**src/rtl/llc_stage_fifo_if.sv**
```systemverilog
// Handshake/bus bundle for llc_stage_fifo; the FIFO takes the slave modport,
// the producer/consumer stage logic (or a bench) takes the master modport.
interface llc_stage_fifo_if #(
   parameter int DATA_WIDTH = 64,
   parameter int DEPTH      = 4
);
   localparam int CNT_W = $clog2(DEPTH + 1);

   logic                  flush;
   logic                  push;
   logic [DATA_WIDTH-1:0] data_in;
   logic                  pop;
   logic                  err_clr;
   logic [DATA_WIDTH-1:0] data_out;
   logic                  valid_out;
   logic                  full;
   logic                  empty;
   logic                  almost_full;
   logic [CNT_W-1:0]      usage;
   logic                  overflow_err;
   logic                  underflow_err;

   modport master (
      output flush, push, data_in, pop, err_clr,
      input  data_out, valid_out, full, empty, almost_full, usage,
             overflow_err, underflow_err
   );

   modport slave (
      input  flush, push, data_in, pop, err_clr,
      output data_out, valid_out, full, empty, almost_full, usage,
             overflow_err, underflow_err
   );
endinterface

```
**src/rtl/llc_stage_fifo.sv**
```systemverilog
// Parametrised FWFT stage FIFO with flush, occupancy, almost-full and sticky error flags.
// Optional same-cycle bypass of an empty FIFO: define LLC_STAGE_FIFO_BYPASS_EN.
module llc_stage_fifo #(
   parameter int DATA_WIDTH = 64,
   parameter int DEPTH      = 4,
   parameter int AF_THRESH  = DEPTH - 1
) (
   input  logic             clk,
   input  logic             rst,
   llc_stage_fifo_if.slave  bus
);
   localparam int PTR_W = $clog2(DEPTH);
   localparam int CNT_W = $clog2(DEPTH + 1);

   logic [DATA_WIDTH-1:0] mem_q [DEPTH];
   logic [DATA_WIDTH-1:0] mem_d [DEPTH];
   logic [PTR_W-1:0]      wr_ptr_q, wr_ptr_d;
   logic [PTR_W-1:0]      rd_ptr_q, rd_ptr_d;
   logic [CNT_W-1:0]      usage_q, usage_d;
   logic                  ovf_q, ovf_d;
   logic                  udf_q, udf_d;

   logic empty_w, full_w;
   logic bypass;
   logic pop_acc, push_acc;
   logic ovf_evt, udf_evt;

   function automatic logic [PTR_W-1:0] ptr_next(input logic [PTR_W-1:0] p);
      return (p == PTR_W'(DEPTH - 1)) ? '0 : p + PTR_W'(1);
   endfunction

   assign empty_w = (usage_q == '0);
   assign full_w  = (usage_q == CNT_W'(DEPTH));

`ifdef LLC_STAGE_FIFO_BYPASS_EN
   assign bypass = empty_w & bus.push & bus.pop & ~bus.flush;
`else
   assign bypass = 1'b0;
`endif

   // A bypassed packet is consumed on the spot, so it must neither be stored
   // nor count as an underflowing pop.
   assign pop_acc  = bus.pop & ~empty_w;
   assign push_acc = bus.push & (~full_w | pop_acc) & ~bypass;
   assign ovf_evt  = bus.push & ~push_acc & ~bypass & ~bus.flush;
   assign udf_evt  = bus.pop & empty_w & ~bypass & ~bus.flush;

   always_comb begin
      mem_d    = mem_q;
      wr_ptr_d = wr_ptr_q;
      rd_ptr_d = rd_ptr_q;
      usage_d  = usage_q;
      if (bus.flush) begin
         wr_ptr_d = '0;
         rd_ptr_d = '0;
         usage_d  = '0;
      end else begin
         if (push_acc) begin
            mem_d[wr_ptr_q] = bus.data_in;
            wr_ptr_d        = ptr_next(wr_ptr_q);
         end
         if (pop_acc) begin
            rd_ptr_d = ptr_next(rd_ptr_q);
         end
         if (push_acc && !pop_acc) begin
            usage_d = usage_q + CNT_W'(1);
         end else if (pop_acc && !push_acc) begin
            usage_d = usage_q - CNT_W'(1);
         end
      end
      // A fresh error in the clearing cycle wins over err_clr.
      ovf_d = (ovf_q & ~bus.err_clr) | ovf_evt;
      udf_d = (udf_q & ~bus.err_clr) | udf_evt;
   end

   always_ff @(posedge clk or posedge rst) begin
      if (rst) begin
         wr_ptr_q <= '0;
         rd_ptr_q <= '0;
         usage_q  <= '0;
         ovf_q    <= 1'b0;
         udf_q    <= 1'b0;
      end else begin
         wr_ptr_q <= wr_ptr_d;
         rd_ptr_q <= rd_ptr_d;
         usage_q  <= usage_d;
         ovf_q    <= ovf_d;
         udf_q    <= udf_d;
      end
   end

   always_ff @(posedge clk) begin
      mem_q <= mem_d;
   end

   always_comb begin
      if (bypass) begin
         bus.data_out = bus.data_in;
      end else if (empty_w) begin
         bus.data_out = '0;
      end else begin
         bus.data_out = mem_q[rd_ptr_q];
      end
   end

   assign bus.valid_out     = ~empty_w | bypass;
   assign bus.full          = full_w;
   assign bus.empty         = empty_w;
   assign bus.almost_full   = (usage_q >= CNT_W'(AF_THRESH));
   assign bus.usage         = usage_q;
   assign bus.overflow_err  = ovf_q;
   assign bus.underflow_err = udf_q;
endmodule

```
**src/flat_wrapper.sv**
```systemverilog
// flat-port wrapper written by rule: the top's interface ports become plain ports
module llc_stage_fifo_flat 
#(
   parameter int DATA_WIDTH = 64,
   parameter int DEPTH      = 4,
   parameter int AF_THRESH  = DEPTH - 1
)
  (clk, rst, bus_flush, bus_push, bus_data_in, bus_pop, bus_err_clr, bus_data_out, bus_valid_out, bus_full, bus_empty, bus_almost_full, bus_usage, bus_overflow_err, bus_underflow_err);
  llc_stage_fifo_if #(.DATA_WIDTH(DATA_WIDTH), .DEPTH(DEPTH)) bus_i ();
  input  logic clk;
  input  logic rst;
  input wire logic [$bits(bus_i.flush)-1:0] bus_flush;
  input wire logic [$bits(bus_i.push)-1:0] bus_push;
  input wire logic [$bits(bus_i.data_in)-1:0] bus_data_in;
  input wire logic [$bits(bus_i.pop)-1:0] bus_pop;
  input wire logic [$bits(bus_i.err_clr)-1:0] bus_err_clr;
  output wire logic [$bits(bus_i.data_out)-1:0] bus_data_out;
  output wire logic [$bits(bus_i.valid_out)-1:0] bus_valid_out;
  output wire logic [$bits(bus_i.full)-1:0] bus_full;
  output wire logic [$bits(bus_i.empty)-1:0] bus_empty;
  output wire logic [$bits(bus_i.almost_full)-1:0] bus_almost_full;
  output wire logic [$bits(bus_i.usage)-1:0] bus_usage;
  output wire logic [$bits(bus_i.overflow_err)-1:0] bus_overflow_err;
  output wire logic [$bits(bus_i.underflow_err)-1:0] bus_underflow_err;
  assign bus_i.flush = bus_flush;
  assign bus_i.push = bus_push;
  assign bus_i.data_in = bus_data_in;
  assign bus_i.pop = bus_pop;
  assign bus_i.err_clr = bus_err_clr;
  assign bus_data_out = bus_i.data_out;
  assign bus_valid_out = bus_i.valid_out;
  assign bus_full = bus_i.full;
  assign bus_empty = bus_i.empty;
  assign bus_almost_full = bus_i.almost_full;
  assign bus_usage = bus_i.usage;
  assign bus_overflow_err = bus_i.overflow_err;
  assign bus_underflow_err = bus_i.underflow_err;
  llc_stage_fifo #(.DATA_WIDTH(DATA_WIDTH), .DEPTH(DEPTH), .AF_THRESH(AF_THRESH)) u_core (.clk(clk), .rst(rst), .bus(bus_i));
endmodule
```
**config.mk**
```make
export PLATFORM = sky130hd
export DESIGN_NAME = llc_stage_fifo_flat
export DESIGN_NICKNAME = d
export VERILOG_FILES = /design/src/rtl/llc_stage_fifo_if.sv /design/src/rtl/llc_stage_fifo.sv /design/src/flat_wrapper.sv
export SDC_FILE = /design/constraint.sdc
export NUM_CORES = 1
export LEC_CHECK = 0
export BUFFER_PORTS_ARGS = -buffer_cell sky130_fd_sc_hd__buf_2
export CORE_ASPECT_RATIO = 1.1
export CORE_MARGIN = 2
export CORE_UTILIZATION = 40
export DETAILED_ROUTE_END_ITERATION = 8
export GPL_ROUTABILITY_DRIVEN = 1
export GPL_TIMING_DRIVEN = 0
export PLACE_DENSITY = 0.68
export SETUP_SLACK_MARGIN = 0.15
export SLEW_MARGIN = 30
export SYNTH_ARGS = -nofsm -noshare
export SYNTH_HDL_FRONTEND = slang
export SYNTH_SLANG_ARGS = --single-unit
```
**constraint.sdc**
```tcl
create_clock -name clk -period 3.6 [get_ports clk]
set_input_delay 0.72 -clock clk [delete_from_list [all_inputs] [get_ports clk]]
set_output_delay 0.72 -clock clk [all_outputs]
set_load 0.1 [all_outputs]
```
* Word level (Yosys, flattened, before mapping)
Cells that the tools add are included.
** Storage, ports and cells
- Register bits :: 265
- Bits of input ports :: 70
- Output and inout port bits :: 73
- Word-level logic and storage cells :: 64
** Operators by class
- Add/sub/neg operators :: 4
- Order comparisons :: 4
- Eq/ne operators :: 3
- Mux-type cells :: 16
- Bitwise gates (word level) :: 18
- Reductions and logical operators :: 10
** Operators with widths (count)
- 256-bit bitwise mux :: 1
- 64-bit 2-to-1 mux :: 4
- 64-bit binary-select mux with 2-bit select :: 1
- 64-bit demux with 2-bit select :: 1
- 2-bit 2-to-1 mux :: 6
- 3-bit 2-to-1 mux :: 3
- 1-bit AND :: 8
- 3-bit >= comparator, second input constant :: 2
- 2-bit inverter with 3-bit output :: 2
- 1-bit inverter :: 5
- 2-bit by 1-bit adder with 2-bit output, second input constant :: 2
- 2-bit == test, second input constant :: 2
- 2-bit nonzero test :: 2
- 3-bit by 1-bit adder with 3-bit output, second input constant :: 1
- 3-bit == test, second input constant :: 1
- 3-bit by 2-bit >= comparator with 1-bit output, second input constant :: 1
- 1-bit logical AND :: 3
- 3-bit logical NOT :: 1
- 3-bit by 1-bit < comparator with 1-bit output, second input constant :: 1
- 1-bit OR :: 3
- 3-bit nonzero test :: 1
- 3-bit by 1-bit subtractor with 3-bit output, second input constant :: 1
- 1-bit logical NOT :: 2
- 2-bit AND reduction :: 1

* Logic depth before layout (Yosys ltp)
- Depth after elaboration :: 10
- Depth in mapped cells :: 8
- Depth with buffers taken out :: 7

* Worst setup path after synthesis
OpenSTA, ideal clock, no wires.
- Path kind :: register to output
- Start point :: register u_core.usage_q[2], in the netlist u_core.bus.usage[2]
- End point :: output port bus_data_out[55]
- Arrival time :: 3.218 ns
- Data required time :: 2.880 ns
- Slack :: -0.338 ns
- Cell stages (with the launch flop) :: 5
- Path buffers :: 2
- Cell sequence :: dfrtp_1 -> buf_2 -> or3_4 -> clkbuf_1 -> and2_1
** Between the ends
- Word-level cells in the longest chain between the ends :: 2
** Ends and longest elaborated chain
- start: declaration :: line llc_stage_fifo.sv:19 : logic [CNT_W-1:0] usage_q, usage_d;
- start signal: assignment :: line llc_stage_fifo.sv:86 : usage_q <= usage_d;
- 3-bit logical NOT :: line llc_stage_fifo.sv:32 : assign empty_w = (usage_q == '0);
- 64-bit 2-to-1 mux :: line llc_stage_fifo.sv:99 : end else if (empty_w) begin
- end: declaration :: line flat_wrapper.sv:17 : output wire logic [$bits(bus_i.data_out)-1:0] bus_data_out;
Every way passes these cells.

* Worst setup path in the final report
- Start point :: register u_core.rd_ptr_q[1]
- End point :: output port bus_data_out[54]
** Between the ends
- Word-level cells in the longest chain between the ends :: 5
** Ends and longest elaborated chain
- start: declaration :: line llc_stage_fifo.sv:18 : logic [PTR_W-1:0] rd_ptr_q, rd_ptr_d;
- start signal: assignment :: line llc_stage_fifo.sv:85 : rd_ptr_q <= rd_ptr_d;
- 2-bit inverter with 3-bit output (not written as such) :: line llc_stage_fifo.sv:102 : bus.data_out = mem_q[rd_ptr_q];
- 64-bit binary-select mux with 2-bit select :: line llc_stage_fifo.sv:102
- 64-bit 2-to-1 mux (not written as such) (2 in a row) :: line llc_stage_fifo.sv:102
- 64-bit 2-to-1 mux :: line llc_stage_fifo.sv:99
Every way passes these cells. The select of a mux whose other input is x is not followed.

==> run metrics <==
first drt pass iteration count 4; Final #Nets 730; Yosys reg bits 265; Final Instance Area 0.0124 mm2; vias in the first global route 5597; Hold Vio Cnt, Final 0; Reg2Reg Depth 5; Rows 61; CP Class flop to output pin; Async SR Flop Fraction 3.40%; commonest cells after routing, fill and taps aside edfxtp_1 (256), buf_2 (151), and2_1 (65), mux4_2 (64), clkbuf_16 (27); fin crit share 87.8%; final clock skew 0.0248 ns; TritonCTS clock tree done; antenna violations before repair 2; Iter 0 DRT Violations 258; GRT Overall Usage 14.9%; RSZ-0062 raised after global routing false; total number of vias 5087; first-pass GRT wire length 31.1 mm; fin. max-slew vios 0; Root Buffer clkbuf_16; total wire length 20.0 mm; Post-synth EDFFs 256; status finished, final reports clean; starting density of the core 40.8%; Worst Tran Pin Value 0.660 ns; clk_lat worst skew 0.54 ns; GR Util met2 26.0%; die area 0.0271 mm2; met1 Resource Use GR 18.9%; Area after DPL 0.0116 mm2; I/O Buffers 141; Synth Warn # 0; crit path DAT 2.44 ns; setup violators final 0; Synth cell types 34; min cycle time layout 3.16 ns; wire per inst 19.6 um; data required time of the critical path 2.88 ns; Hold Crit Class primary input to asynchronous set/reset pin; reg-to-reg slack, setup 1.40 ns; Layout area overhead 20.2%; met3 Use GR 2.72%; utilization after layout 49.0%; layout cells sized above 1 41.3%; Post-DP HPWL 12.8 mm; IO Count 143; post-place setup slack 0.506 ns; setup bufs post-CTS 0; cts bufs inserted 27; Fmax achieved 0.316 GHz; Mapped Nets 557; post-route ant nets 0; CTS Sinks 265; remaining routing DRC violations 0; register area share after synthesis 76.6%; final setup margin 0.439 ns; H-Tree Depth 1; core area 0.0253 mm2; GRT overflow 0; Fin Setup TNS 0 ns; Worst Setup End Kind output pin; Die Y 173 um; Synth Cell Area 0.0103 mm2; CP startpoint kind flop; clk buf depth 3; Slew HR 56.0%; Most used DFF post-synth edfxtp_1; RD Place Congestion 0.709; GR peak layer met2; max cap viols 0; largest net degree at the start of global routing 37; Clock Pin Slew Worst Setup and Hold Paths 0.06 ns; Chip Width 157 um; Gate Count Post-Synth 481; Avg Inst Size Synth 21.5 um2; commonest non-fill, non-tap cell in the layout edfxtp_1; Crit Path Max Fanout 10; drt via density 4.97
==> cells by family after synthesis <==
group,after synthesis,synth area share [%]
simple gates,92,5.42
buf+inv,35,1.79
xor+xnor,1,0.0848
mux,68,14.4
flops,265,76.6
compound gates,14,0.921
fa+ha+maj,6,0.800
==> synthesized netlist by cell type, types with 2 or more instances <==
master,n,area [um2]
a21o_1,2,15.0
nand2_1,3,11.3
ha_1,5,62.6
inv_1,9,33.8
buf_6,5,56.3
mux2i_1,2,20.0
a21oi_1,3,15.0
buf_2,10,50.1
edfxtp_1,256,7690
nand3_1,2,10.0
a31oi_1,2,12.5
dfrtp_1,9,225
clkbuf_1,10,37.5
nand2b_1,3,18.8
mux4_2,64,1440
mux2_2,2,22.5
nor2_1,8,30.0
and2_1,69,432
or3_1,2,12.5
==> stage by stage <==
stage	hold slack (ns)	instances
floorplan	0.548	481
global placement	0.537	968
detailed placement	0.532	972
CTS	0.162	1021
global route	0.195	1022
finish	0.171	1023
==> worst paths after layout <==
kind / endpoint / from
worst max-delay path: bus_data_out[54] / u_core.rd_ptr_q[1]
worst min-delay path: u_core.bus.underflow_err / rst
worst max register to register: u_core.mem_q[38] / u_core.bus.usage[2]
worst min register to register: u_core.bus.overflow_err / u_core.bus.overflow_err
max in group asynchronous: u_core.bus.usage[0] / rst
min in group clk: u_core.mem_q[227] / bus_data_in[35]
==> worst max-delay path, cell delays in order (launching register included) <==
cell	delay, ns
dfrtp_1	0.40
clkbuf_2	0.31
buf_2	0.37
mux4_2	0.24
and2_1	0.15
buf_2	0.43
==> sequential cells by signal, summed over array words and instances, names as in the netlist <==
register,flops
u_core.bus.underflow_err,1
u_core.bus.overflow_err,1
u_core.rd_ptr_q,2
u_core.wr_ptr_q,2
u_core.mem_q,256
u_core.bus.usage,3
==> per-layer routing <==
metal	wire [um]	up-vias	part of all wire [%]
met5	0	-	0
met4	452	0	2.3
met3	1040	39	5.2
met2	10100	132	51
met1	8370	2626	42
li1	-	2290	-
==> timing repair <==
action	CTS	global route
endpoints found under the setup margin	49	0
hold buffers	0	0
gates resized for setup	1	0
==> cell type report <==
type,count,area [um2]
clock buffer,27,676
tap,346,433
inverter,9,33.8
fill,2142,12900
clock inverter,23,174
antenna,2,5.00
buffer,25,150
sequential,265,7910
multi-input combinational,181,2240
timing repair buffer,145,786
Power is left out: the tool's default activity adds up to more than one toggle a clock period on the data nets, which glitch-free logic cannot reach.
